===== src/rtl/alu_seq_pkg.sv =====
// ============================================================================
// Module  : alu_seq_pkg
// Brief   : Shared types and constants for the alu_sequencer block
//           (opcode decode bits, sequencer state encoding, default width).
// Revision: 1.0 - initial release
// ============================================================================
`default_nettype none

package alu_seq_pkg;

  localparam int WIDTH_DEF = 4;

  // Opcode field bit positions.
  //   op[1]=1 : ABS, op[2] picks operand (1: A, 0: B)
  //   op[1]=0 : add/sub, op[0]=1 subtract, op[2] swaps to B-A when subtracting
  localparam int OP_BIT_SUB  = 0;
  localparam int OP_BIT_ABS  = 1;
  localparam int OP_BIT_SELA = 2;

  localparam logic [2:0] OP_ADD     = 3'b000;
  localparam logic [2:0] OP_ADD_ALT = 3'b100;
  localparam logic [2:0] OP_SUB_AB  = 3'b001;
  localparam logic [2:0] OP_SUB_BA  = 3'b101;

  typedef enum logic [1:0] {
    IDLE    = 2'd0,
    EXEC    = 2'd1,
    ABS_NEG = 2'd2,
    DONE    = 2'd3
  } state_t;

endpackage : alu_seq_pkg

`default_nettype wire


===== src/rtl/alu_addsub_core.sv =====
// ============================================================================
// Module  : alu_addsub_core
// Brief   : Combinational two's-complement adder/subtractor with signed
//           overflow (carry into MSB XOR carry out of MSB).
// Revision: 1.0 - initial release
// ============================================================================
`default_nettype none

module alu_addsub_core #(
  parameter int WIDTH = 4
) (
  input  logic [WIDTH-1:0] x,
  input  logic [WIDTH-1:0] y,
  input  logic             sub,
  output logic [WIDTH-1:0] sum,
  output logic             ovf
);

  logic [WIDTH-1:0] y_eff;
  logic [WIDTH-1:0] low;    // low bits sum; MSB of this vector is carry into MSB
  logic [1:0]       top;    // {carry out, MSB of sum}

  // Subtract is X + ~Y + 1; split the add so both MSB carries are visible.
  always_comb begin
    y_eff = y ^ {WIDTH{sub}};
    low   = {1'b0, x[WIDTH-2:0]} + {1'b0, y_eff[WIDTH-2:0]} + {{(WIDTH-1){1'b0}}, sub};
    top   = {1'b0, x[WIDTH-1]} + {1'b0, y_eff[WIDTH-1]} + {1'b0, low[WIDTH-1]};
    sum   = {top[0], low[WIDTH-2:0]};
    ovf   = low[WIDTH-1] ^ top[1];
  end

endmodule : alu_addsub_core

`default_nettype wire


===== src/rtl/alu_sequencer.sv =====
// ============================================================================
// Module  : alu_sequencer
// Brief   : Command-driven sequencer around one shared add/sub datapath.
//           ADD/SUB take one pass, ABS takes one or two passes. Keeps an
//           accumulator and a sticky overflow flag.
//           Optional macro ALU_SAT_EN: saturate overflowing results.
// Revision: 1.0 - initial release
// ============================================================================
`default_nettype none

module alu_sequencer
  import alu_seq_pkg::*;
#(
  parameter int WIDTH = WIDTH_DEF
) (
  input  logic             clk,
  input  logic             rst,
  input  logic             cmd_valid,
  output logic             cmd_ready,
  input  logic [2:0]       cmd_op,
  input  logic [WIDTH-1:0] cmd_a,
  input  logic [WIDTH-1:0] cmd_b,
  input  logic             cmd_acc,
  input  logic             cmd_clr,
  output logic             res_valid,
  input  logic             res_ready,
  output logic [WIDTH-1:0] res_data,
  output logic             res_ovf,
  output logic [WIDTH-1:0] acc,
  output logic             ovf_sticky
);

  state_t           state_q, state_d;
  logic [2:0]       op_q, op_d;
  logic [WIDTH-1:0] a_q, a_d;
  logic [WIDTH-1:0] b_q, b_d;
  logic [WIDTH-1:0] res_data_q, res_data_d;
  logic             res_ovf_q, res_ovf_d;
  logic [WIDTH-1:0] acc_q, acc_d;
  logic             sticky_q, sticky_d;

  logic [WIDTH-1:0] core_x, core_y, core_sum;
  logic             core_sub, core_ovf;
  logic [WIDTH-1:0] abs_operand;
  logic [WIDTH-1:0] result_fix;
  logic             is_abs;

  alu_addsub_core #(.WIDTH(WIDTH)) u_core (
    .x   (core_x),
    .y   (core_y),
    .sub (core_sub),
    .sum (core_sum),
    .ovf (core_ovf)
  );

  // Result correction: wrap by default, clamp toward the true sign when saturating.
  always_comb begin
`ifdef ALU_SAT_EN
    if (core_ovf) begin
      // On overflow the true sign is the opposite of the wrapped MSB.
      result_fix = core_sum[WIDTH-1] ? {1'b0, {(WIDTH-1){1'b1}}}
                                     : {1'b1, {(WIDTH-1){1'b0}}};
    end else begin
      result_fix = core_sum;
    end
`else
    result_fix = core_sum;
`endif
  end

  // Next-state, operand muxing for the shared core, and result commit.
  always_comb begin
    state_d    = state_q;
    op_d       = op_q;
    a_d        = a_q;
    b_d        = b_q;
    res_data_d = res_data_q;
    res_ovf_d  = res_ovf_q;
    acc_d      = acc_q;
    sticky_d   = sticky_q;
    core_x     = a_q;
    core_y     = b_q;
    core_sub   = 1'b0;

    is_abs      = op_q[OP_BIT_ABS];
    abs_operand = op_q[OP_BIT_SELA] ? a_q : b_q;

    case (state_q)
      IDLE: begin
        if (cmd_valid) begin
          state_d = EXEC;
          op_d    = cmd_op;
          a_d     = cmd_acc ? acc_q : cmd_a;
          b_d     = cmd_b;
          // Clear happens here; the overflow of this command is ORed in later.
          if (cmd_clr) begin
            sticky_d = 1'b0;
          end
        end
      end

      EXEC: begin
        if (is_abs) begin
          // Non-negative ABS passes the operand through (X + 0, no overflow).
          core_x = abs_operand;
          core_y = '0;
        end else if (op_q[OP_BIT_SUB]) begin
          core_sub = 1'b1;
          if (op_q[OP_BIT_SELA]) begin
            core_x = b_q;
            core_y = a_q;
          end
        end

        if (is_abs && abs_operand[WIDTH-1]) begin
          state_d = ABS_NEG;
        end else begin
          state_d    = DONE;
          res_data_d = result_fix;
          res_ovf_d  = core_ovf;
          acc_d      = result_fix;
          sticky_d   = sticky_q | core_ovf;
        end
      end

      ABS_NEG: begin
        // Second pass computes 0 - X; only the most negative value overflows.
        core_x     = '0;
        core_y     = abs_operand;
        core_sub   = 1'b1;
        state_d    = DONE;
        res_data_d = result_fix;
        res_ovf_d  = core_ovf;
        acc_d      = result_fix;
        sticky_d   = sticky_q | core_ovf;
      end

      DONE: begin
        if (res_ready) begin
          state_d = IDLE;
        end
      end

      default: begin
        state_d = IDLE;
      end
    endcase
  end

  // State and datapath registers with synchronous reset.
  always_ff @(posedge clk) begin
    if (rst) begin
      state_q    <= IDLE;
      op_q       <= '0;
      a_q        <= '0;
      b_q        <= '0;
      res_data_q <= '0;
      res_ovf_q  <= 1'b0;
      acc_q      <= '0;
      sticky_q   <= 1'b0;
    end else begin
      state_q    <= state_d;
      op_q       <= op_d;
      a_q        <= a_d;
      b_q        <= b_d;
      res_data_q <= res_data_d;
      res_ovf_q  <= res_ovf_d;
      acc_q      <= acc_d;
      sticky_q   <= sticky_d;
    end
  end

  assign cmd_ready  = (state_q == IDLE);
  assign res_valid  = (state_q == DONE);
  assign res_data   = res_data_q;
  assign res_ovf    = res_ovf_q;
  assign acc        = acc_q;
  assign ovf_sticky = sticky_q;

endmodule : alu_sequencer

`default_nettype wire


===== config.mk =====
export PLATFORM = sky130hd
export DESIGN_NAME = alu_sequencer
export DESIGN_NICKNAME = d
export VERILOG_FILES = /design/src/rtl/alu_seq_pkg.sv /design/src/rtl/alu_addsub_core.sv /design/src/rtl/alu_sequencer.sv
export SDC_FILE = /design/constraint.sdc
export NUM_CORES = 1
export LEC_CHECK = 0
export BUFFER_PORTS_ARGS = -buffer_cell sky130_fd_sc_hd__buf_2
export CORE_ASPECT_RATIO = 0.6
export CORE_MARGIN = 5
export CORE_UTILIZATION = 45
export CTS_BUF_LIST = sky130_fd_sc_hd__clkbuf_4 sky130_fd_sc_hd__clkbuf_8
export CTS_CLUSTER_SIZE = 25
export DETAILED_ROUTE_END_ITERATION = 8
export PLACE_DENSITY = 0.71
export SYNTH_ARGS = -nofsm -noshare
export SYNTH_HDL_FRONTEND = slang
export SYNTH_SLANG_ARGS = --single-unit

===== constraint.sdc =====
create_clock -name clk -period 2.9 [get_ports clk]
set_input_delay 0.435 -clock clk [delete_from_list [all_inputs] [get_ports clk]]
set_output_delay 0.435 -clock clk [all_outputs]
set_load 0.05 [all_outputs]

* After elaboration in Yosys (flattened, before gate mapping)
Cells that the tools add are included.
Operators by class: $add $sub $neg 4, equality and inequality tests 7, mux-type cells 24, bitwise operators 3, reductions and logical operators 8
Operators with widths (count):
- 4-bit two-way mux | 8
- 4-bit one-hot mux with 2 select lines | 3
- 2-bit one-hot mux with 4 select lines | 1
- 1-bit two-way mux | 7
- 2-bit AND reduction | 3
- 3-bit by 3-bit adder with 4-bit output | 1
- 4-bit by 1-bit adder with 4-bit output | 1
- 2-bit == test, second input constant | 2
- 2-bit two-way mux | 2
- 2-bit by 1-bit != test with 1-bit output, second input constant | 2
- 2-bit != test, second input constant | 2
- 1-bit one-hot mux with 2 select lines | 2
- 4-bit AND reduction | 1
- 4-bit XOR | 1
- 1-bit one-hot mux with 3 select lines | 1
- 3-bit nonzero test | 1
- 1-bit by 1-bit adder with 2-bit output | 1
- 2-bit by 1-bit adder with 2-bit output | 1
- 2-bit by 1-bit == test with 1-bit output, second input constant | 1
- 2-bit zero test | 1
- 2-bit nonzero test | 1
- 1-bit logical AND | 1
- 1-bit OR | 1
- 1-bit XOR | 1
Word-level totals: bits in registers 19, input bits 17, output and inout port bits 12, logic and storage cells 53

* Longest topological paths before layout
Gate-level depths: netlist of run 1.
depth after elaboration 12, gate-level depth with buffers 13, gate-level depth less buffers 13

* Cells and area by module
Synthesis of run 1 repeated with hierarchy kept, for this count alone.
Unflattened totals: cell total of the unflattened synthesis 158, area, all modules 1328.8 um2
By module, submodules not included:
- alu_sequencer | instances 1, cells an instance 143, area each 1159.9 um2
- alu_addsub_core | instances 1, cells an instance 15, area each 168.9 um2

* Worst setup path after synthesis of run 1
Ideal clock, no wire load.
path kind reg2reg, start point reg state_q[1], end point reg acc_q[3], in the netlist acc[3], arrival 2769 ps, required time 2814 ps, slack 46 ps, cell stages (with the launch flop) 12, path buffers 0, period minus slack after synthesis 2854 ps, cell sequence dfxtp_1 -> inv_1 -> ha_1 -> or3b_4 -> o31ai_1 -> nand2_1 -> o21ai_0 -> ha_1 -> a21o_1 -> a41oi_2 -> fa_1 -> a211oi_1
Between the ends: longest elaborated chain between the ends 8, elaborated cells on any way between the ends 15, classes of those cells 4 x add/sub; 3 x eq/ne; 5 x mux; 1 x bitwise; 2 x reduce/logical
Ends and longest elaborated chain:
- start, declared | line alu_sequencer.sv:33 | state_t state_q, state_d;
- start signal, assigned | line alu_sequencer.sv:162 | state_q <= state_d;
- 2-bit == test or 2-bit by 1-bit == test with 1-bit output (tied branches) | line alu_sequencer.sv:88 | case (state_q)
- 4-bit one-hot mux with 2 select lines or 1-bit one-hot mux with 2 select lines (tied branches) | line alu_sequencer.sv:88
- 4-bit XOR | line alu_addsub_core.sv:25 | y_eff = y ^ {WIDTH{sub}};
- 3-bit by 3-bit adder with 4-bit output | line alu_addsub_core.sv:26 | low = {1'b0, x[WIDTH-2:0]} + {1'b0, y_eff[WIDTH-2:0]} + {{(WIDTH-1){1'b0}}, sub};
- 4-bit by 1-bit adder with 4-bit output | line alu_addsub_core.sv:26
- 2-bit by 1-bit adder with 2-bit output | line alu_addsub_core.sv:27 | top = {1'b0, x[WIDTH-1]} + {1'b0, y_eff[WIDTH-1]} + {1'b0, low[WIDTH-1]};
- 4-bit two-way mux | line alu_sequencer.sv:115 | if (is_abs && abs_operand[WIDTH-1]) begin
- 4-bit one-hot mux with 2 select lines | line alu_sequencer.sv:88
- end signal, assigned | line alu_sequencer.sv:159 | acc_q <= '0;
- end signal, assigned | line alu_sequencer.sv:168 | acc_q <= acc_d;
- end, declared | line alu_sequencer.sv:39 | logic [WIDTH-1:0] acc_q, acc_d;
Parallel ways exist; a longest one is shown, timed or not. The select of a mux whose other input is x is not followed. A chain may end at the register's enable or synchronous reset.

* Worst setup path after layout of run 1
Ends and elaborated chain as after synthesis.

==> results of run 1 <==
-- final cells by class --
| type | count | area (um^2) | share of cell area (%) |
|---|---|---|---|
| Inverter | 8 | 30.0 | 1.89 |
| Tap cell | 34 | 42.5 | 2.68 |
| Clock buffer | 4 | 48.8 | 3.07 |
| Multi-Input combinational cell | 118 | 851 | 53.5 |
| Sequential cell | 19 | 380 | 23.9 |
| Timing Repair Buffer | 41 | 238 | 14.9 |
-- final timing paths --
kind,from,end,cells after the start
worst max register to register,state_q[1],acc[3],12
worst min register to register,ovf_sticky,ovf_sticky,2
worst max-delay path,state_q[1],acc[3],12
worst min-delay path,cmd_op[1],op_q[1],3
-- worst max-delay path, cell delays in order (launching register included) --
cell	delay (ns)
dfxtp_1	0.31
inv_1	0.11
ha_4	0.15
or3b_4	0.41
nand3_2	0.11
nor2_1	0.05
nor2_1	0.08
o21ai_0	0.09
ha_1	0.34
a21o_1	0.20
a41oi_2	0.19
fa_2	0.47
a211oi_1	0.20
-- flip-flops by register name (all words and copies together), names as in the netlist --
name	flops
a_q	4
acc	4
b_q	4
op_q	3
ovf_sticky	1
res_ovf	1
state_q	2
-- synthesized netlist by cell type, drive strengths merged, types with 2 or more instances --
cell type,instances,share of area [%]
nand2,23,6.8
dfxtp,19,30
nor2,18,5.5
a21oi,16,6.3
a211oi,8,4.7
buf,8,4.3
inv,8,2.4
ha,6,5.9
mux2i,6,4.7
o21ai,6,2.4
clkbuf,4,1.2
and3,3,1.7
nand3,3,1.2
o31ai,3,2.2
xnor2,3,2.1
a21bo,2,1.6
a21o,2,1.2
a22o,2,1.4
fa,2,3.1
or3b,2,1.6
-- routing by layer --
layer / up-vias / global-route usage (%)
met5: - / 0
met1: 557 / 20.6
li1: 610 / -
met4: 0 / 3.78
met3: 2 / 5.99
met2: 43 / 30.4
-- power groups by stage --
stage                     Clock, mW  Combinational (mW)  Sequential (mW)
final                         0.196                1.12            0.405
after global routing          0.212                1.21            0.414
after CTS                     0.200                1.02            0.400
after detailed placement          0               0.997            0.405
after global placement            0               0.957            0.397
after floorplan                   0               0.683            0.458
-- metrics by stage --
step	util, %	area [um^2]	hold slack (ns)
floorplan	-	1280	0.461
global placement	52.7	1470	0.443
detailed placement	52.7	1470	0.464
CTS	54.9	1540	0.410
global route	56.9	1590	0.416
finish	56.9	1590	0.409
-- repair_timing --
| item | 4_1_cts | 5_1_grt |
|---|---|---|
| pin swaps | 0 | 2 |
| setup endpoints to repair | 3 | 3 |
| gates resized for setup | 4 | 7 |
| buffers inserted | 0 | 2 |
-- kinds of logic (layout without fill, tap and decap cells) --
family / Yosys count / count (layout) / share of synthesized area [%]
simple gates: 53 / 53 / 18.9
compound gates: 47 / 47 / 26.8
buf+inv: 20 / 53 / 7.83
flops: 19 / 19 / 29.8
fa+ha+maj: 8 / 8 / 9.01
mux: 7 / 7 / 5.58
xor+xnor: 3 / 3 / 2.06
==> impl_metrics.py, run 1 <==
metrics = {
    "run_status": {
        "status": "finished, final reports clean",
    },
    "placed_design": {
        "place_ws_ns": -0.0640,
        "dp.cells": 218,
        "numPortBuffers": 28,
        "routabilityCongestion": 0.808,
        "hpwl_um": 2610,
    },
    "clock_network": {
        "htreeDepth": 1,
        "clkTransAtPathRegs_ns": 0.07,
        "clock_latency_ns": 0.26,
        "cts.sinks": 19,
        "holdBufCountCts": 0,
        "cts_buffers": 3,
        "clock_tree.buffer_depth": 2,
        "clockRootBuffer": "clkbuf_8",
        "cts_tree": "done",
    },
    "synth": {
        "yosysSeqAreaShare_pct": 29.8,
        "ys.warnings.count": 0,
        "ys_types": 40,
        "synth_edf_count": 0,
        "avgSynthCellArea_um2": 8.14,
        "synthCells": 157,
        "synth_seq_cells": 19,
        "async_reset_ff_share_pct": 0,
        "syn_nets": 182,
        "synth_ff_type": "dfxtp_1",
        "netlist_area_um2": 1280,
    },
    "detailed_routing": {
        "drc": 0,
        "wl_met1_um": 1490,
        "drtIter0Drc": 63,
        "dr.max_layer_used": "met4",
        "wire_per_inst_um": 15.2,
        "num_vias": 1212,
        "routed-wl-met2_um": 1620,
        "ant_nets": 0,
        "vias_per_cell": 5.41,
        "routed_wl_um": 3420,
        "met3WireLength_um": 292,
        "firstDrtPassIters": 4,
    },
    "cells_and_area": {
        "final_cells": 224,
        "final_cell_mix": "28 x buf_2, 23 x nand2_1, 19 x dfxtp_1, 17 x nor2_1, 16 x a21oi_1",
        "fillers": 262,
        "fin_nets": 216,
        "drive_above_1_share_pct": 34.2,
        "area_delta_synth_final_pct": 24.5,
        "final_common_cell": "buf_2",
        "num_antenna_cells": 0,
    },
    "die": {
        "die_w_um": 78.8,
        "die_h_um": 51.3,
        "fp.coreArea_um2": 2800,
        "start_util_pct": 45.7,
        "dieArea_um2": 4040,
        "io_pins": 29,
        "rows": 15,
    },
    "power": {
        "p_seq_share_pct": 23.5,
        "internal_power_mw": 0.880,
        "p_sw_mw": 0.843,
        "comb_power_share_pct": 65.2,
        "power_density_nw_per_um2": 1080,
        "netSwitchingFraction_pct": 48.9,
        "power.leakage_nw": 0.719,
        "clockPowerShare_pct": 11.4,
        "design_power_total_mw": 1.72,
        "peakVddDrop_mv": 0.378,
    },
    "setup_path": {
        "required_ns": 3.08,
        "crit_fanout": 4,
        "cp-end-kind": "flip-flop",
        "critical_path_class": "flip-flop to flip-flop",
        "r2r_slack_ns": 0.11,
        "startpoint_type": "flip-flop",
        "cp_data_arrival_time_ns": 2.97,
    },
    "sta": {
        "max_freq_ghz": 0.358,
        "finalSetupViolCount": 0,
        "max_slew_margin_pct": 60.8,
        "period_minus_slack_ns": 2.79,
        "skew_ns": 0.00342,
        "hold_viol_final": 0,
        "drv_slew": 0,
        "period_share_pct": 96.3,
        "tns_ns": 0,
        "worst_slack_ns": 0.106,
        "tightest_slew_ns": 0.588,
    },
    "run": {
        "maxCapViolations": 0,
    },
    "global_route": {
        "gr-usage-all-layers_pct": 17.4,
        "overflow": 0,
        "antenna_found_initial": 0,
        "grt_pass1_wl_um": 5440,
        "grt_pass1_vias": 1215,
        "grt_start_max_net_pins": 22,
    },
    "worst_hold_path": {
        "hp-class": "input pin to flip-flop",
    },
}
No activity file was read; power rests on OpenSTA's default activity.
==> run 2, diff against run 1 <==
--- a/config.mk
+++ b/config.mk
@@ -6,9 +6,10 @@
 export NUM_CORES = 1
 export LEC_CHECK = 0
+export ABC_AREA = 1
 export BUFFER_PORTS_ARGS = -buffer_cell sky130_fd_sc_hd__buf_2
 export CORE_ASPECT_RATIO = 0.6
 export CORE_MARGIN = 5
 export CORE_UTILIZATION = 45
-export CTS_BUF_LIST = sky130_fd_sc_hd__clkbuf_4 sky130_fd_sc_hd__clkbuf_8
+export CTS_BUF_LIST = sky130_fd_sc_hd__clkbuf_4
 export CTS_CLUSTER_SIZE = 25
 export DETAILED_ROUTE_END_ITERATION = 8
==> constraint.sdc (replaced) <==
create_clock -name clk -period 2.9 [get_ports clk]
set_input_delay 0.58 -clock clk [delete_from_list [all_inputs] [get_ports clk]]
set_output_delay 0.58 -clock clk [all_outputs]
set_load 0.05 [all_outputs]
==> run 2 against run 1 <==
Effect of this change: sequential power is 7.4% higher; worst hold slack better by 0.066 ns; non-clock buffer count is 8 lower; global-route usage fell by 2.1 points; clock power is 33% lower; sequential share of layout area grew 1.1 points; clock skew is 0.0012 ns lower; highest routed layer is now met3.
==> impl_metrics.py, run 2 <==
metrics = {
    "cells_and_area": {
        "fin_nets": 246,
        "final_cells": 262,
        "final_common_cell": "nand2_1",
        "area_delta_synth_final_pct": 14.4,
        "num_antenna_cells": 0,
        "final_cell_mix": "36 x nand2_1, 30 x inv_1, 28 x buf_2, 22 x o21ai_0, 17 x dfxtp_1",
        "fillers": 309,
        "drive_above_1_share_pct": 27.7,
    },
    "worst_hold_path": {
        "hold_path_depth": 2,
        "hold_start": "ovf_sticky",
        "hp-class": "flip-flop to flip-flop",
        "hold_end": "ovf_sticky",
    },
    "setup_path": {
        "r2r_cells": 20,
        "critical_path_class": "flip-flop to flip-flop",
        "cp_data_arrival_time_ns": 2.98,
        "startpoint_type": "flip-flop",
        "rr_endpoint": "res_ovf",
        "cp-end-kind": "flip-flop",
        "r2r_start": "state_q[0]",
        "r2r_slack_ns": 0.13,
        "crit_fanout": 7,
        "required_ns": 3.11,
    },
    "global_route": {
        "antenna_found_initial": 0,
        "grt_pass1_wl_um": 4910,
        "grt_pass1_vias": 1044,
        "gr-usage-all-layers_pct": 15.2,
        "grt_start_max_net_pins": 18,
        "overflow": 0,
    },
    "clock_network": {
        "htreeDepth": 1,
        "clock_latency_ns": 0.29,
        "holdBufCountCts": 0,
        "clkTransAtPathRegs_ns": 0.11,
        "cts_buffers": 3,
        "clock_tree.buffer_depth": 2,
        "clockRootBuffer": "clkbuf_4",
        "cts_tree": "done",
        "cts.sinks": 19,
    },
    "synth": {
        "synth_edf_count": 0,
        "ys_top_cells_by_area": "dfxtp_1 28%, nand2_1 10%, o21ai_0 8.6%, inv_1 8.4%, ha_1 5.6%",
        "synth.most_common_cell": "nand2_1",
        "avgSynthCellArea_um2": 6.92,
        "synthTopCellsByCount": "37 x nand2_1, 30 x inv_1, 23 x o21ai_0",
        "ys.warnings.count": 0,
        "synth_top_area_cell": "dfxtp_1",
        "yosysTopAreaCellShare_pct": 28.5,
        "syn_nets": 218,
        "yosysSeqAreaShare_pct": 28.5,
        "ys_types": 27,
        "async_reset_ff_share_pct": 0,
        "netlist_area_um2": 1340,
        "synth_ff_type": "dfxtp_1",
        "synthCells": 193,
        "synth_seq_cells": 19,
    },
    "sta": {
        "whs_ns": 0.475,
        "drv_slew": 0,
        "period_minus_slack_ns": 2.77,
        "tightest_slew_ns": 0.486,
        "finalSetupViolCount": 0,
        "hold_viol_final": 0,
        "skew_ns": 0.00219,
        "max_freq_ghz": 0.360,
        "max_slew_margin_pct": 67.5,
        "period_share_pct": 95.7,
    },
    "placed_design": {
        "routabilityCongestion": 0.874,
        "numPortBuffers": 28,
        "hpwl_um": 2470,
        "dp.cells": 255,
    },
    "power": {
        "power_density_nw_per_um2": 1040,
        "peakVddDrop_mv": 0.407,
        "design_power_total_mw": 1.59,
        "power.leakage_nw": 0.769,
    },
    "die": {
        "dieArea_um2": 4200,
        "rows": 15,
        "start_util_pct": 46.8,
        "die_h_um": 52.2,
        "io_pins": 29,
        "fp.coreArea_um2": 2850,
        "die_w_um": 80.4,
    },
    "detailed_routing": {
        "vias_per_cell": 4.76,
        "drtIter0Drc": 43,
        "wire_per_inst_um": 11.7,
        "num_vias": 1247,
        "routed_wl_um": 3070,
        "firstDrtPassIters": 4,
        "drc": 0,
        "ant_nets": 0,
    },
    "run_status": {
        "status": "finished, final reports clean",
    },
    "run": {
        "maxCapViolations": 0,
    },
}
-- run 2: timing repair --
item / 4_1_cts / 5_1_grt
pin swaps: 0 / 1
gates resized for setup: 1 / 5
endpoints found under the hold margin: 0 / 0
setup endpoints to repair: 1 / 3
gates cloned: 0 / 0
setup buffers: 0 / 3
-- run 2: cells by family (layout without fill, tap and decap cells) --
group	count (synthesis)	after routing	synth area share [%]
buffers and inverters	43	70	15.1
muxes	1	1	1.03
and+or+nand+nor	70	70	24.4
adders and majority gates	8	8	8.61
xor gates and xnor gates	1	1	0.656
AOI/OAI and AO/OA	51	51	21.7
DFF	19	19	28.5
-- run 2: where the power goes --
group,switching [mW],total (mW),internal [mW]
clock,0.0809,0.132,0.0514
sequential,0.0885,0.435,0.347
combinational,0.671,1.02,0.347
-- run 2: how the worst max path moves through the flow --
| stage | start | end | slack (ns) | depth (start not counted) |
|---|---|---|---|---|
| final | state_q[0] | res_ovf | 0.13 | 20 |
| after global routing | state_q[0] | res_ovf | -0.06 | 20 |
| after CTS | state_q[0] | res_ovf | 0.06 | 20 |
| after detailed placement | state_q[0] | res_ovf | 0.005 | 18 |
| after global placement | state_q[0] | res_ovf | 0.09 | 19 |
| after floorplan | state_q[0] | res_ovf | 0.22 | 20 |
-- run 2: routing by layer --
| layer | global-route usage (%) | part of all wire [%] | up-vias |
|---|---|---|---|
| met4 | 0.843 | 0 | 0 |
| li1 | - | - | 674 |
| met2 | 20.2 | 40 | 41 |
| met1 | 24.1 | 53 | 532 |
| met3 | 4.98 | 7.7 | 0 |
| met5 | 0 | 0 | - |
-- run 2: final cells by class --
| type | instances | area [um^2] | area share [%] |
|---|---|---|---|
| Multi-Input combinational cell | 131 | 762 | 49.8 |
| Timing Repair Buffer | 33 | 178 | 11.6 |
| Clock inverter | 1 | 5.00 | 0.327 |
| Tap cell | 42 | 52.6 | 3.44 |
| Clock buffer | 3 | 22.5 | 1.47 |
| Inverter | 33 | 126 | 8.27 |
| Sequential cell | 19 | 383 | 25.0 |
-- run 2: critical path: stages, from the launching register on --
cell and delay, ns:
dfxtp_2 0.38, inv_1 0.07, ha_2 0.40, nand2_2 0.10, nand2_1 0.08, o21ai_0 0.08
o21ai_1 0.14, inv_1 0.07, ha_1 0.27, nand2_1 0.05, inv_1 0.08, nand3_2 0.09
nand2_2 0.08, inv_1 0.05, fa_1 0.40, inv_1 0.08, nand2_2 0.06, nand2_1 0.06
nand2_1 0.05, nand2_1 0.05, inv_1 0.04
-- run 2: stage by stage --
| stage | area [um^2] | worst slack [ns] | util, % | setup TNS, ns |
|---|---|---|---|---|
| after global routing | 1530 | -0.0552 | 53.6 | -0.0784 |
| after detailed placement | 1470 | 0.00494 | 51.5 | 0 |
| after floorplan | 1340 | 0.219 | - | 0 |
| final | 1530 | 0.126 | 53.6 | 0 |
| after global placement | 1470 | 0.0916 | 51.5 | 0 |
| after CTS | 1500 | 0.0558 | 52.5 | 0 |
